[config.mk]
export PLATFORM = sky130hd
export DESIGN_NAME = multi_strand_driver
export DESIGN_NICKNAME = d
export VERILOG_FILES = /design/src/rtl/multi_strand_driver_pkg.sv /design/src/rtl/multi_strand_driver_strand_bit_encoder.sv /design/src/rtl/multi_strand_driver.sv
export SDC_FILE = /design/constraint.sdc
export NUM_CORES = 1
export LEC_CHECK = 0
export CAP_MARGIN = 20
export CORE_UTILIZATION = 35
export CTS_BUF_LIST = sky130_fd_sc_hd__clkbuf_8
export CTS_CLUSTER_DIAMETER = 30
export DETAILED_ROUTE_END_ITERATION = 16
export DONT_BUFFER_PORTS = 1
export MAX_ROUTING_LAYER = met4
export PLACE_DENSITY_LB_ADDON = 0.1
export RECOVER_POWER = 100
export SLEW_MARGIN = 5
export SYNTH_ARGS = -nofsm -noshare
export SYNTH_HDL_FRONTEND = slang
export SYNTH_HIERARCHICAL = 1
export SYNTH_SLANG_ARGS = --single-unit
[constraint.sdc]
create_clock -name clk -period 9.06 [get_ports clk]
set_input_delay 1.812 -clock clk [delete_from_list [all_inputs] [get_ports clk]]
set_output_delay 1.812 -clock clk [all_outputs]
set_load 0.01 [all_outputs]
[src/rtl/multi_strand_driver_pkg.sv]
// Shared definitions for the multi-strand LED driver: FSM encoding, counter width
// and default WS2811 / WS2801 timing in clock cycles.
package multi_strand_driver_pkg;

   localparam int unsigned CNT_W        = 16;
   localparam int unsigned DEF_T0H      = 50;
   localparam int unsigned DEF_T1H      = 120;
   localparam int unsigned DEF_TBIT     = 250;
   localparam int unsigned DEF_TCLKDIV2 = 10;
   localparam int unsigned DEF_TLATCH   = 5000;

   typedef enum logic [2:0] {
      StIdle,
      StStart,
      StFetch,
      StWait,
      StPhaseA,
      StPhaseB,
      StLatch
   } state_e;

endpackage

[src/rtl/multi_strand_driver_strand_bit_encoder.sv]
// Per-channel waveform generator: turns the current pixel bit and the shared
// bit-phase counter into strand data/clock levels (combinational).
module strand_bit_encoder
   import multi_strand_driver_pkg::*;
#(
   parameter int unsigned T0H = DEF_T0H,
   parameter int unsigned T1H = DEF_T1H
) (
   input  logic             ws2811_mode,
   input  logic             active,
   input  logic             bit_val,
   input  logic             phase_b,
   input  logic [CNT_W-1:0] cnt,
   output logic             strand_data,
   output logic             strand_clk
);

   always_comb begin
      strand_data = 1'b0;
      strand_clk  = 1'b0;
      if (active) begin
         if (ws2811_mode) begin
            // High from bit start until the bit-dependent high time elapses.
            strand_data = (cnt < (bit_val ? CNT_W'(T1H) : CNT_W'(T0H)));
         end else begin
            strand_data = bit_val;
            strand_clk  = phase_b;
         end
      end
   end

endmodule

[src/rtl/multi_strand_driver.sv]
// Drives NUM_CHANNELS LED strands in lockstep (WS2811 self-clocked or WS2801 clock+data).
// Optional MULTI_STRAND_FRAME_COUNT_EN adds a 32-bit frame_count output.
module multi_strand_driver
   import multi_strand_driver_pkg::*;
#(
   parameter int unsigned NUM_CHANNELS       = 4,
   parameter int unsigned BITS_PER_PIXEL     = 24,
   parameter int unsigned STRAND_PARAM_WIDTH = 16,
   parameter int unsigned T0H                = DEF_T0H,
   parameter int unsigned T1H                = DEF_T1H,
   parameter int unsigned TBIT               = DEF_TBIT,
   parameter int unsigned TCLKDIV2           = DEF_TCLKDIV2,
   parameter int unsigned TLATCH             = DEF_TLATCH
) (
   input  logic                                         clk,
   input  logic                                         rst,
   input  logic                                         ws2811_mode,
   input  logic [NUM_CHANNELS-1:0]                      chan_enable,
   input  logic [NUM_CHANNELS*STRAND_PARAM_WIDTH-1:0]   strand_length,
   input  logic                                         start_frame,
   input  logic                                         abort,
   output logic [STRAND_PARAM_WIDTH-1:0]                mem_addr,
   input  logic [NUM_CHANNELS*BITS_PER_PIXEL-1:0]       mem_data,
   output logic                                         busy,
   output logic                                         done,
   output logic [NUM_CHANNELS-1:0]                      strand_clk,
   output logic [NUM_CHANNELS-1:0]                      strand_data
`ifdef MULTI_STRAND_FRAME_COUNT_EN
   ,
   output logic [31:0]                                  frame_count
`endif
);

   localparam int unsigned BIT_IDX_W = $clog2(BITS_PER_PIXEL);
   localparam int unsigned W         = STRAND_PARAM_WIDTH;

   state_e                    state_q, state_d;
   logic [CNT_W-1:0]          cnt_q, cnt_d;
   logic [BIT_IDX_W-1:0]      bit_idx_q, bit_idx_d;
   logic [W-1:0]              mem_addr_q, mem_addr_d, addr_next;
   logic [W-1:0]              frame_len_q, frame_len_d, max_len;
   logic [W-1:0]              lens [NUM_CHANNELS];
   logic [BITS_PER_PIXEL-1:0] pixel_q [NUM_CHANNELS];
   logic [NUM_CHANNELS-1:0]   active_q, enc_data, enc_clk;
   logic [NUM_CHANNELS-1:0]   strand_clk_q, strand_data_q;
   logic                      busy_q, done_q, done_d;
   logic                      load_pixel, shift_pixel, out_en, in_phase_b;
   logic [CNT_W-1:0]          phase_a_end, bit_end;

   assign phase_a_end = ws2811_mode ? CNT_W'(T1H - 1) : CNT_W'(TCLKDIV2 - 1);
   assign bit_end     = ws2811_mode ? CNT_W'(TBIT - 1) : CNT_W'(2 * TCLKDIV2 - 1);
   assign addr_next   = mem_addr_q + W'(1);
   assign in_phase_b  = (state_q == StPhaseB);
   assign out_en      = ((state_q == StPhaseA) || in_phase_b) && !abort;

   for (genvar c = 0; c < NUM_CHANNELS; c++) begin : g_chan
      assign lens[c] = strand_length[c*W +: W];

      strand_bit_encoder #(
         .T0H (T0H),
         .T1H (T1H)
      ) u_enc (
         .ws2811_mode (ws2811_mode),
         .active      (active_q[c]),
         .bit_val     (pixel_q[c][BITS_PER_PIXEL-1]),
         .phase_b     (in_phase_b),
         .cnt         (cnt_q),
         .strand_data (enc_data[c]),
         .strand_clk  (enc_clk[c])
      );
   end

   always_comb begin
      max_len = '0;
      for (int c = 0; c < NUM_CHANNELS; c++) begin
         if (chan_enable[c] && (lens[c] > max_len)) max_len = lens[c];
      end
   end

   always_comb begin
      state_d     = state_q;
      cnt_d       = cnt_q;
      bit_idx_d   = bit_idx_q;
      mem_addr_d  = mem_addr_q;
      frame_len_d = frame_len_q;
      load_pixel  = 1'b0;
      shift_pixel = 1'b0;
      done_d      = 1'b0;
      unique case (state_q)
         StIdle:  if (start_frame) state_d = StStart;
         StStart: begin
            frame_len_d = max_len;
            mem_addr_d  = '0;
            cnt_d       = '0;
            state_d     = (max_len == '0) ? StLatch : StFetch;
         end
         StFetch: state_d = StWait;
         StWait: begin
            load_pixel = 1'b1;
            cnt_d      = '0;
            bit_idx_d  = '0;
            state_d    = StPhaseA;
         end
         StPhaseA: begin
            cnt_d = cnt_q + CNT_W'(1);
            if (cnt_q == phase_a_end) state_d = StPhaseB;
         end
         StPhaseB: begin
            cnt_d = cnt_q + CNT_W'(1);
            if (cnt_q == bit_end) begin
               cnt_d       = '0;
               shift_pixel = 1'b1;
               if (bit_idx_q == BIT_IDX_W'(BITS_PER_PIXEL - 1)) begin
                  bit_idx_d = '0;
                  if (addr_next < frame_len_q) begin
                     mem_addr_d = addr_next;
                     state_d    = StFetch;
                  end else begin
                     state_d = StLatch;
                  end
               end else begin
                  bit_idx_d = bit_idx_q + BIT_IDX_W'(1);
                  state_d   = StPhaseA;
               end
            end
         end
         StLatch: begin
            cnt_d = cnt_q + CNT_W'(1);
            if (cnt_q == CNT_W'(TLATCH - 1)) begin
               cnt_d   = '0;
               done_d  = 1'b1;
               state_d = StIdle;
            end
         end
         default: state_d = StIdle;
      endcase
      // Abort still runs the full latch so the strands see a clean end of frame.
      if (abort && (state_q != StIdle) && (state_q != StLatch)) begin
         state_d     = StLatch;
         cnt_d       = '0;
         bit_idx_d   = '0;
         mem_addr_d  = mem_addr_q;
         load_pixel  = 1'b0;
         shift_pixel = 1'b0;
      end
   end

   always_ff @(posedge clk) begin
      if (rst) begin
         state_q       <= StIdle;
         cnt_q         <= '0;
         bit_idx_q     <= '0;
         mem_addr_q    <= '0;
         frame_len_q   <= '0;
         busy_q        <= 1'b0;
         done_q        <= 1'b0;
         strand_clk_q  <= '0;
         strand_data_q <= '0;
         active_q      <= '0;
         for (int c = 0; c < NUM_CHANNELS; c++) pixel_q[c] <= '0;
      end else begin
         state_q       <= state_d;
         cnt_q         <= cnt_d;
         bit_idx_q     <= bit_idx_d;
         mem_addr_q    <= mem_addr_d;
         frame_len_q   <= frame_len_d;
         busy_q        <= (state_d != StIdle);
         done_q        <= done_d;
         strand_data_q <= out_en ? enc_data : '0;
         strand_clk_q  <= out_en ? enc_clk : '0;
         for (int c = 0; c < NUM_CHANNELS; c++) begin
            if (load_pixel) begin
               pixel_q[c]  <= mem_data[c*BITS_PER_PIXEL +: BITS_PER_PIXEL];
               active_q[c] <= chan_enable[c] && (mem_addr_q < lens[c]);
            end else if (shift_pixel) begin
               pixel_q[c] <= {pixel_q[c][BITS_PER_PIXEL-2:0], 1'b0};
            end
         end
      end
   end

   assign mem_addr    = mem_addr_q;
   assign busy        = busy_q;
   assign done        = done_q;
   assign strand_clk  = strand_clk_q;
   assign strand_data = strand_data_q;

`ifdef MULTI_STRAND_FRAME_COUNT_EN
   logic [31:0] frame_count_q;

   always_ff @(posedge clk) begin
      if (rst)         frame_count_q <= '0;
      else if (done_d) frame_count_q <= frame_count_q + 32'd1;
   end

   assign frame_count = frame_count_q;
`endif

endmodule

==> qor.yml, run 1 <==
status:
  status: "finished with violations"
  violations: "max-capacitance violations, max-slew violations"
logic_synthesis:
  synth-compound-area-share: 0.210
  synth_xor_area_frac: 0.0204
  async_reset_ff_frac: 0
  syn_avg_cell_area_um2: 9.72
  yosys_warnings: 6
  synth_top_family_by_area: "compound AO/OA/AOI/OAI gates"
  synthAdderAreaFrac: 0.149
  yosysUniqueCellTypes: 64
  ys_ff_latch: 166
  synth_fp_nets: 1452
  synth_ff_type: "edfxtp_1"
  synth-edff-count: 96
  ys_seq_area_frac: 0.383
  synth-simple-area-share: 0.166
  syn_inst: 1150
  syn_area_um2: 11200
  synth_mux_area_frac: 0.0190
cells_and_area:
  diodes: 0
  num-nets-final: 1456
  final_util: 0.387
  drive_gt1_frac: 0.0891
  syn2layout_area_growth_pct: 9.07
power:
  pwr-share-clk: 0.281
  power_switching_uw: 652
  p_int_uw: 1280
  combPwrFrac: 0.245
  vdd_drop_max_uv: 121
  leakage_uw: 0.00535
  power.density_nw_per_um2: 159
  total_power_uw: 1930
  swShare: 0.337
  share_seq_of_total_power: 0.474
global_route:
  grt_antenna_before_repair: 1
  grt_pass1_wl_mm: 49.8
  grt_overflow: 0
  grt_max_degree: 101
  grt_use_total: 0.203
  grt_pass1_vias: 8487
routing:
  ant_nets: 0
  wire_per_inst_um: 20.6
  drtIter0Drc: 560
  routed-via-count: 8700
  drtPass1Iterations: 7
  drc: 0
  viasPerCell: 5.54
  wl_mm: 32.3
cts:
  cts_sinks: 166
  cts_buffers: 17
  clk_latency_ps: 470
  cts-root-buf: "clkbuf_8"
  cts_max_level: 4
  path_clk_slew_ps: 100
  cts_tree: "done"
  clk_path_buf_depth: 2
  post_cts.repair.setup_buffers: 0
sta:
  final.period_utilization: 0.936
  rsz0062_at_grt: "no"
  setup_viol: 0
  worstMarginPinSlew_ps: 4530
  fmax_mhz: 118
  fin_crit_ps: 8480
  skew_ps: 21.5
  setup_tns_ps: 0
  max-slew-margin-rel: -2.02
  fin_ws_ps: 577
  hold_ws_ps: 499
  hold_violations: 0
  report.final.slew_viol_count: 174
worst_hold_path:
  hold_end: "frame_len_q[14]"
  worstHoldStart: "frame_len_q[14]"
  min_path_cells: 2
  hp-class: "register to register"
critical_path:
  reg2regPathDepth: 6
  r2r_start: "cnt_q[10]"
  end_kind: "register"
  crit_family: "compound AO/OA/AOI/OAI gates"
  r2r-end: "pixel_q[2][0]"
  crit_arrival_ps: 8890
  required_ps: 9470
  slowest_delay_ps: 440
  worst_path_max_delay_cell: "or4_1"
  crit_buf_inv: 7
  path_max_fanout: 30
  r2r_setup_slack_ps: 3550
  worst_setup_path_start_kind: "input port"
  path_class: "input port to register"
  cpMostUsedCell: "buf_4"
job:
  cap_violations: 2
floorplanning:
  die_h_um: 181
  ioPinCount: 195
  design.die.area_um2: 32700
  initial_utilization: 0.355
  die_x_um: 181
  coreArea_um2: 31500
  fp-row-count: 65
placement:
  gp_congestion: 0.888
  io_buffers: 0
  preCtsSetupSlack_ps: -93.0
  dp_hpwl_mm: 24.4
power by group through the flow:
stage | logic [uW] | registers, uW | clock network, uW
finish | 474 | 917 | 544
global route | 535 | 926 | 592
CTS | 478 | 914 | 562
detailed placement | 475 | 930 | 0
global placement | 474 | 932 | 0
floorplan | 361 | 910 | 0
metal layers:
metal / up-vias / track usage / share of wire
met2: 213 / 0.295 / 0.43
li1: 4326 / - / -
met3: 18 / 0.0677 / 0.082
met1: 4143 / 0.274 / 0.48
met4: 0 / 0.0376 / 0.010
met5: - / - / 0
cell usage in the layout (no fill, tap or decap), types with 9 or more instances in the layout:
| cell type | netlist | routed |
|---|---|---|
| ha_1 | 133 | 133 |
| inv_1 | 100 | 100 |
| edfxtp_1 | 96 | 96 |
| a22o_1 | 92 | 92 |
| nor2_1 | 87 | 85 |
| nand2_1 | 79 | 79 |
| dfxtp_1 | 70 | 70 |
| a21o_1 | 50 | 50 |
| a21oi_1 | 44 | 44 |
| o21ai_0 | 35 | 36 |
| nand3_1 | 32 | 32 |
| buf_4 | 0 | 28 |
| clkbuf_8 | 0 | 19 |
| nand4_1 | 18 | 18 |
| a211oi_1 | 15 | 15 |
| xor2_1 | 14 | 14 |
| nor4_1 | 15 | 13 |
| xnor2_1 | 12 | 12 |
| a32o_1 | 12 | 12 |
| mux2i_1 | 10 | 10 |
| nor3_1 | 10 | 10 |
| or4_1 | 10 | 10 |
| and3_1 | 10 | 10 |
| nor4b_2 | 9 | 9 |
| a31oi_1 | 10 | 9 |
| and2_0 | 0 | 9 |
synth_stat cells, types with 12 or more instances:
| master | n | area (um2) |
|---|---|---|
| nor2_1 | 87 | 327 |
| nand2_1 | 79 | 297 |
| a21o_1 | 50 | 375 |
| xor2_1 | 14 | 123 |
| nor4_1 | 15 | 93.8 |
| a21oi_1 | 44 | 220 |
| nand3_1 | 32 | 160 |
| a32o_1 | 12 | 120 |
| nand4_1 | 18 | 113 |
| a22o_1 | 92 | 806 |
| ha_1 | 133 | 1660 |
| and2_1 | 17 | 106 |
| edfxtp_1 | 96 | 2880 |
| dfxtp_1 | 70 | 1400 |
| o21ai_0 | 35 | 175 |
| xnor2_1 | 12 | 105 |
| a211oi_1 | 15 | 113 |
| inv_1 | 100 | 375 |
| clkbuf_1 | 51 | 191 |
worst min-delay path: cells and delay by family (launching register included):
family	cells	cell delay, ps
flip-flops	1	320
AND/OR/NAND/NOR	2	150
cell type report:
type / instances / area, um2
tap: 402 / 503
multi-input combinational: 831 / 6360
clock buffer: 19 / 262
inverter: 100 / 375
sequential: 166 / 4280
timing repair buffer: 38 / 272
clock inverter: 13 / 131
fill: 3151 / 19300
cell families after synthesis:
group	after synthesis
fa+ha+maj	133
buf+inv	153
flops	166
simple gates	340
mux	20
compound gates	312
xor+xnor	26
worst max path at each step:
| stage | start | to | slack, ps | cells past startpoint |
|---|---|---|---|---|
| CTS | strand_length[8] | state_q[2] | 380 | 33 |
| floorplan | chan_enable[0] | state_q[2] | 130 | 32 |
| finish | strand_length[0] | state_q[2] | 580 | 35 |
| global route | strand_length[0] | state_q[2] | 50 | 35 |
| detailed placement | strand_length[8] | state_q[2] | -90 | 33 |
| global placement | strand_length[8] | state_q[2] | 100 | 33 |
stage by stage:
stage                     cells  cell area (um2)
after global placement     1535            11800
after floorplan            1150            11200
after global routing       1569            12200
after CTS                  1568            12200
after detailed placement   1536            11800
final                      1569            12200
timing repair:
action / CTS / global route
hold endpoints to repair: 0 / 0
resized for setup: 0 / 4
hold buffers: 0 / 0
endpoints found under the setup margin: 0 / 1
flip-flops by register name, summed over array words and instances (netlist names):
name	flops
frame_len_q	16
done	1
strand_data	4
state_q	3
cnt_q	16
bit_idx_q	5
pixel_q	96
active_q	4
mem_addr	16
strand_clk	4
busy	1
(Power assumes the default switching activity.)
==> inputs of run 2 (changes only) <==
- CORE_UTILIZATION: 35 -> 59
==> run 2 against run 1 <==
- the flow still finishes with violations (max-capacitance violations, max-slew violations)
- clock power hardly changed
- power is 1.2% lower
- global-route usage up 11 points
==> qor.yml, run 2 (synthesis results as in run 1) <==
status:
  status: "finished with violations"  # unchanged
  violations: "max-capacitance violations, max-slew violations"  # unchanged
critical_path:
  path_class: "input port to register"  # unchanged
  crit_family: "compound AO/OA/AOI/OAI gates"  # unchanged
  crit_buf_inv: 5  # was 7
  path_max_fanout: 13  # was 30
  worst_path_max_delay_cell: "or4_1"  # unchanged
  slowest_delay_ps: 440  # about the same
  r2r-end: "pixel_q[1][10]"  # was pixel_q[2][0]
  r2r_setup_slack_ps: 3830  # was 3550 ps
  worst_setup_path_start_kind: "input port"  # unchanged
  r2r_start: "cnt_q[10]"  # unchanged
  cpMostUsedCell: "buf_4"  # unchanged
  crit_arrival_ps: 8840  # was 8890 ps
  reg2regPathDepth: 6  # unchanged
  end_kind: "register"  # unchanged
  required_ps: 9460  # was 9470 ps
global_route:
  grt_util_met1: 0.413  # was 0.274
  grt_max_degree: 101  # unchanged
  grt_use_total: 0.310  # was 0.203
  grt_overflow: 0  # unchanged
  met3_usage: 0.0771  # was 0.0677
  grt_pass1_wl_mm: 45.5  # was 49.8 mm
  grt_most_used_layer: "met2"  # unchanged
  grt_antenna_before_repair: 0  # was 1
  grt_pass1_vias: 8560  # was 8487
  grtUsageMet2: 0.457  # was 0.295
power:
  total_power_uw: 1910  # was 1930 uW
  leakage_uw: 0.00530  # was 0.00535 uW
  share_seq_of_total_power: 0.480  # was 0.474
  pwr-share-clk: 0.283  # was 0.281
  power.density_nw_per_um2: 161  # was 159 nW/um2
  swShare: 0.339  # was 0.337
  combPwrFrac: 0.238  # was 0.245
  vdd_drop_max_uv: 116  # was 121 uV
  p_int_uw: 1260  # was 1280 uW
  power_switching_uw: 648  # was 652 uW
worst_hold_path:
  hold_end: "frame_len_q[2]"  # was frame_len_q[14]
  min_path_cells: 2  # unchanged
  hp-class: "register to register"  # unchanged
  worstHoldStart: "frame_len_q[2]"  # was frame_len_q[14]
sta:
  final.period_utilization: 0.932  # was 0.936
  skew_ps: 22.1  # was 21.5 ps
  fin_crit_ps: 8440  # was 8480 ps
  fmax_mhz: 118  # about the same
  report.final.slew_viol_count: 174  # unchanged
  setup_viol: 0  # unchanged
  worstMarginPinSlew_ps: 4100  # was 4530 ps
  hold_ws_ps: 507  # was 499 ps
  setup_tns_ps: 0  # unchanged
  rsz0062_at_grt: "no"  # unchanged
  max-slew-margin-rel: -1.73  # was -2.02
  hold_violations: 0  # unchanged
routing:
  viasPerCell: 6.40  # was 5.54
  wire_per_inst_um: 20.5  # was 20.6 um
  ant_nets: 0  # unchanged
  drtPass1Iterations: 5  # was 7
  routed-via-count: 8850  # was 8700
  drc: 0  # unchanged
  wl_mm: 28.3  # was 32.3 mm
  drtIter0Drc: 703  # was 560
floorplanning:
  ioPinCount: 195  # unchanged
  die_h_um: 140  # was 181 um
  die_x_um: 140  # was 181 um
  fp-row-count: 49  # was 65
  coreArea_um2: 18300  # was 31500 um2
  design.die.area_um2: 19500  # was 32700 um2
  initial_utilization: 0.612  # was 0.355
cells_and_area:
  final_cell_mix: "133 x ha_1, 100 x inv_1, 96 x edfxtp_1"  # unchanged
  num-nets-final: 1443  # was 1456
  final_area_um2: 11900  # was 12200 um2
  final_cells: 1383  # was 1569
  layout_commonest_cell: "ha_1"  # unchanged
  drive_gt1_frac: 0.0780  # was 0.0891
  syn2layout_area_growth_pct: 6.04  # was 9.07%
  diodes: 0  # unchanged
  largest_reg_flops: 96  # unchanged
  regMostFlops: "pixel_q"  # unchanged
cts:
  cts_tree: "done"  # unchanged
  clk_path_buf_depth: 2  # unchanged
  post_cts.repair.setup_buffers: 0  # unchanged
  clk_latency_ps: 470  # about the same
  cts-root-buf: "clkbuf_8"  # unchanged
  cts_max_level: 4  # unchanged
  holdBufCountCts: 0  # unchanged
  cts_buffers: 17  # unchanged
  path_clk_slew_ps: 100  # about the same
  cts_resized: 0  # unchanged
  cts_sinks: 166  # unchanged
job:
  cap_violations: 2  # unchanged
placement:
  place_inst: 1351  # was 1536
  place_area_um2: 11500  # was 11800 um2
  io_buffers: 0  # unchanged
  dp_hpwl_mm: 21.7  # was 24.4 mm
  gp_congestion: 0.993  # was 0.888
[run 2: layer usage]
metal / vias up / wire [um] / share of wire
met5: - / 0 / 0
met4: 0 / 839 / 0.030
met3: 55 / 2440 / 0.086
met2: 320 / 12500 / 0.44
met1: 4179 / 12500 / 0.44
li1: 4296 / - / -
[run 2: per-stage QoR]
step                      setup slack [ps]   util
after floorplan                        131      -
after global placement                 441  0.627
after detailed placement               278  0.629
after CTS                              744  0.651
after global routing                   103  0.649
final                                  620  0.649
[run 2: worst max path at each step]
stage / depth (start not counted) / to / slack, ps / from
6_report: 34 / state_q[2] / 620 / strand_length[0]
5_1_grt: 34 / state_q[2] / 100 / strand_length[0]
4_1_cts: 33 / state_q[2] / 740 / strand_length[11]
3_5_place_dp: 33 / state_q[2] / 280 / strand_length[11]
3_3_place_gp: 31 / state_q[2] / 440 / strand_length[11]
2_1_floorplan: 32 / state_q[2] / 130 / chan_enable[0]
[run 2: power by group through the flow]
stage / Combinational [uW] / Sequential (uW) / Clock [uW]
4_1_cts: 453 / 914 / 550
2_1_floorplan: 361 / 910 / 0
3_5_place_dp: 450 / 930 / 0
3_3_place_gp: 443 / 929 / 0
6_report: 454 / 917 / 541
5_1_grt: 513 / 925 / 582
[run 2: worst reg2reg max path, delay by kind of cell, from the launching register on]
| family | cells | cell delay, ps |
|---|---|---|
| buffers and inverters | 1 | 2610 |
| and+or+nand+nor | 4 | 1490 |
| DFF | 1 | 430 |
| AOI/OAI and AO/OA | 1 | 190 |
[run 2: final cells by class]
cell class,count,area [um2]
inverter,100,375
multi-input combinational,831,6340
timing repair buffer,25,169
clock inverter,15,168
clock buffer,17,234
fill,1541,6420
tap,229,287
sequential,166,4280
==> inputs of run 3 (changes only) <==
- PLACE_DENSITY: default -> 0.76
- PLACE_DENSITY_LB_ADDON: 0.1 -> default
==> run 3 against run 2 <==
- the run still ends with max-capacitance violations, max-slew violations left
- sequential power barely moved
- power fell by 0.61%
- utilization is essentially flat
- register-to-register slack lost 1000 ps
- via count about the same
- critical endpoint unchanged
- flip-flop and latch count stayed put
- final area about the same
==> qor.yml, run 3 (synthesis results as in run 1) <==
status:
  status: "finished with violations"  # unchanged
  violations: "max-capacitance violations, max-slew violations"  # unchanged
cells_and_area:
  final_area_um2: 11900  # about the same
  largest_reg_flops: 96  # unchanged
  final_cell_mix: "133 x ha_1, 100 x inv_1, 96 x edfxtp_1"  # unchanged
  final_cells: 1384  # was 1383
  syn2layout_area_growth_pct: 6.12  # was 6.04%
  drive_gt1_frac: 0.0797  # was 0.0780
  layout_commonest_cell: "ha_1"  # unchanged
  regMostFlops: "pixel_q"  # unchanged
  diodes: 0  # unchanged
  num-nets-final: 1445  # was 1443
routing:
  ant_nets: 0  # unchanged
  routed-via-count: 8855  # was 8850
  drtPass1Iterations: 5  # unchanged
  wire_per_inst_um: 20.0  # was 20.5 um
  drc: 0  # unchanged
  viasPerCell: 6.40  # about the same
  wl_mm: 27.7  # was 28.3 mm
  drtIter0Drc: 575  # was 703
sta:
  max-slew-margin-rel: -1.56  # was -1.73
  setup_viol: 0  # unchanged
  hold_violations: 0  # unchanged
  final.period_utilization: 0.966  # was 0.932
  report.final.slew_viol_count: 242  # was 174
  fin_crit_ps: 8760  # was 8440 ps
  worstMarginPinSlew_ps: 3840  # was 4100 ps
  skew_ps: 24.6  # was 22.1 ps
  fin_ws_ps: 304  # was 620 ps
  fmax_mhz: 114  # was 118 MHz
floorplanning:
  design.die.area_um2: 19500  # unchanged
  coreArea_um2: 18300  # unchanged
  die_x_um: 140  # unchanged
  fp-row-count: 49  # unchanged
  die_h_um: 140  # unchanged
  ioPinCount: 195  # unchanged
  initial_utilization: 0.612  # unchanged
global_route:
  grt_pass1_vias: 8556  # was 8560
  grt_overflow: 0  # unchanged
  grt_max_degree: 93  # was 101
  grt_antenna_before_repair: 0  # unchanged
  grt_pass1_wl_mm: 45.0  # was 45.5 mm
  grt_use_total: 0.304  # was 0.310
power:
  leakage_uw: 0.00529  # was 0.00530 uW
  power.density_nw_per_um2: 160  # was 161 nW/um2
  vdd_drop_max_uv: 111  # was 116 uV
placement:
  place_area_um2: 11500  # about the same
  place_inst: 1348  # was 1351
  preCtsSetupSlack_ps: -205  # was 278 ps
  gp_congestion: 0.945  # was 0.993
  io_buffers: 0  # unchanged
  dp_hpwl_mm: 21.4  # was 21.7 mm
cts:
  clk_path_buf_depth: 2  # unchanged
  cts_max_level: 4  # unchanged
  holdBufCountCts: 0  # unchanged
  cts_tree: "done"  # unchanged
  cts_buffers: 17  # unchanged
  clk_latency_ps: 480  # was 470 ps
  cts-root-buf: "clkbuf_8"  # unchanged
  path_clk_slew_ps: 100  # about the same
  cts_sinks: 166  # unchanged
critical_path:
  cp-endpoint: "state_q[2]"  # unchanged
  r2r_start: "cnt_q[10]"  # unchanged
  slowest_delay_ps: 440  # about the same
  worst_setup_path_start_kind: "input port"  # unchanged
  end_kind: "register"  # unchanged
  cp-startpoint: "strand_length[8]"  # was strand_length[0]
  required_ps: 9460  # about the same
  worst_path_max_delay_cell: "a221oi_2"  # was or4_1
  path_max_fanout: 11  # was 13
  path_class: "input port to register"  # unchanged
  crit_arrival_ps: 9160  # was 8840 ps
  reg2regPathDepth: 7  # was 6
  r2r-end: "pixel_q[2][9]"  # was pixel_q[1][10]
  r2r_setup_slack_ps: 2830  # was 3830 ps
worst_hold_path:
  min_path_cells: 2  # unchanged
  hp-class: "register to register"  # unchanged
job:
  cap_violations: 3  # was 2
==> run 3: power by group <==
part	total, uW	switching [uW]	internal (uW)
Combinational	450	265	184
Sequential	915	46.8	868
Clock	536	307	229
Total	1900	619	1280
==> run 3: how the worst min path moves through the flow <==
stage | start | endpoint | slack (ps)
2_1_floorplan | frame_len_q[14] | frame_len_q[14] | 470
3_3_place_gp | frame_len_q[14] | frame_len_q[14] | 480
3_5_place_dp | frame_len_q[14] | frame_len_q[14] | 480
4_1_cts | frame_len_q[13] | frame_len_q[13] | 500
5_1_grt | frame_len_q[0] | frame_len_q[0] | 530
6_report | frame_len_q[5] | frame_len_q[5] | 500
==> run 3: area by class of cell <==
| class | count | area [um2] |
|---|---|---|
| fill | 1517 | 6410 |
| tap | 229 | 287 |
| clock buffer | 17 | 234 |
| clock inverter | 14 | 151 |
| timing repair buffer | 26 | 173 |
| multi-input combinational | 832 | 6360 |
| sequential | 166 | 4280 |
| inverter | 100 | 375 |
==> run 3: stage by stage <==
step	utilization	hold slack (ps)	setup TNS [ps]	power, uW
after floorplan	-	468	0	1270
after global placement	0.627	481	-23.6	1360
after detailed placement	0.627	485	-205	1370
after CTS	0.648	499	0	1890
after global routing	0.649	532	-42.9	2000
final	0.649	498	0	1900
==> run 3: metal layers <==
metal,track usage,vias up,share of wire
met5,-,-,0
met4,0.0868,0,0.017
met3,0.0712,33,0.083
met2,0.474,314,0.45
met1,0.396,4206,0.45
li1,-,4302,-
==> run 3: repair_timing <==
| action | 4_1_cts | 5_1_grt |
|---|---|---|
| setup endpoints to repair | 0 | 1 |
| setup buffers | 0 | 2 |
| gates resized for setup | 0 | 4 |
==> run 3: critical path: cells and delay by family <==
family	cells	cell delay (ps)
compound gates	14	3110
simple gates	12	2400
fa+ha+maj	3	790
buf+inv	4	750
mux	1	310
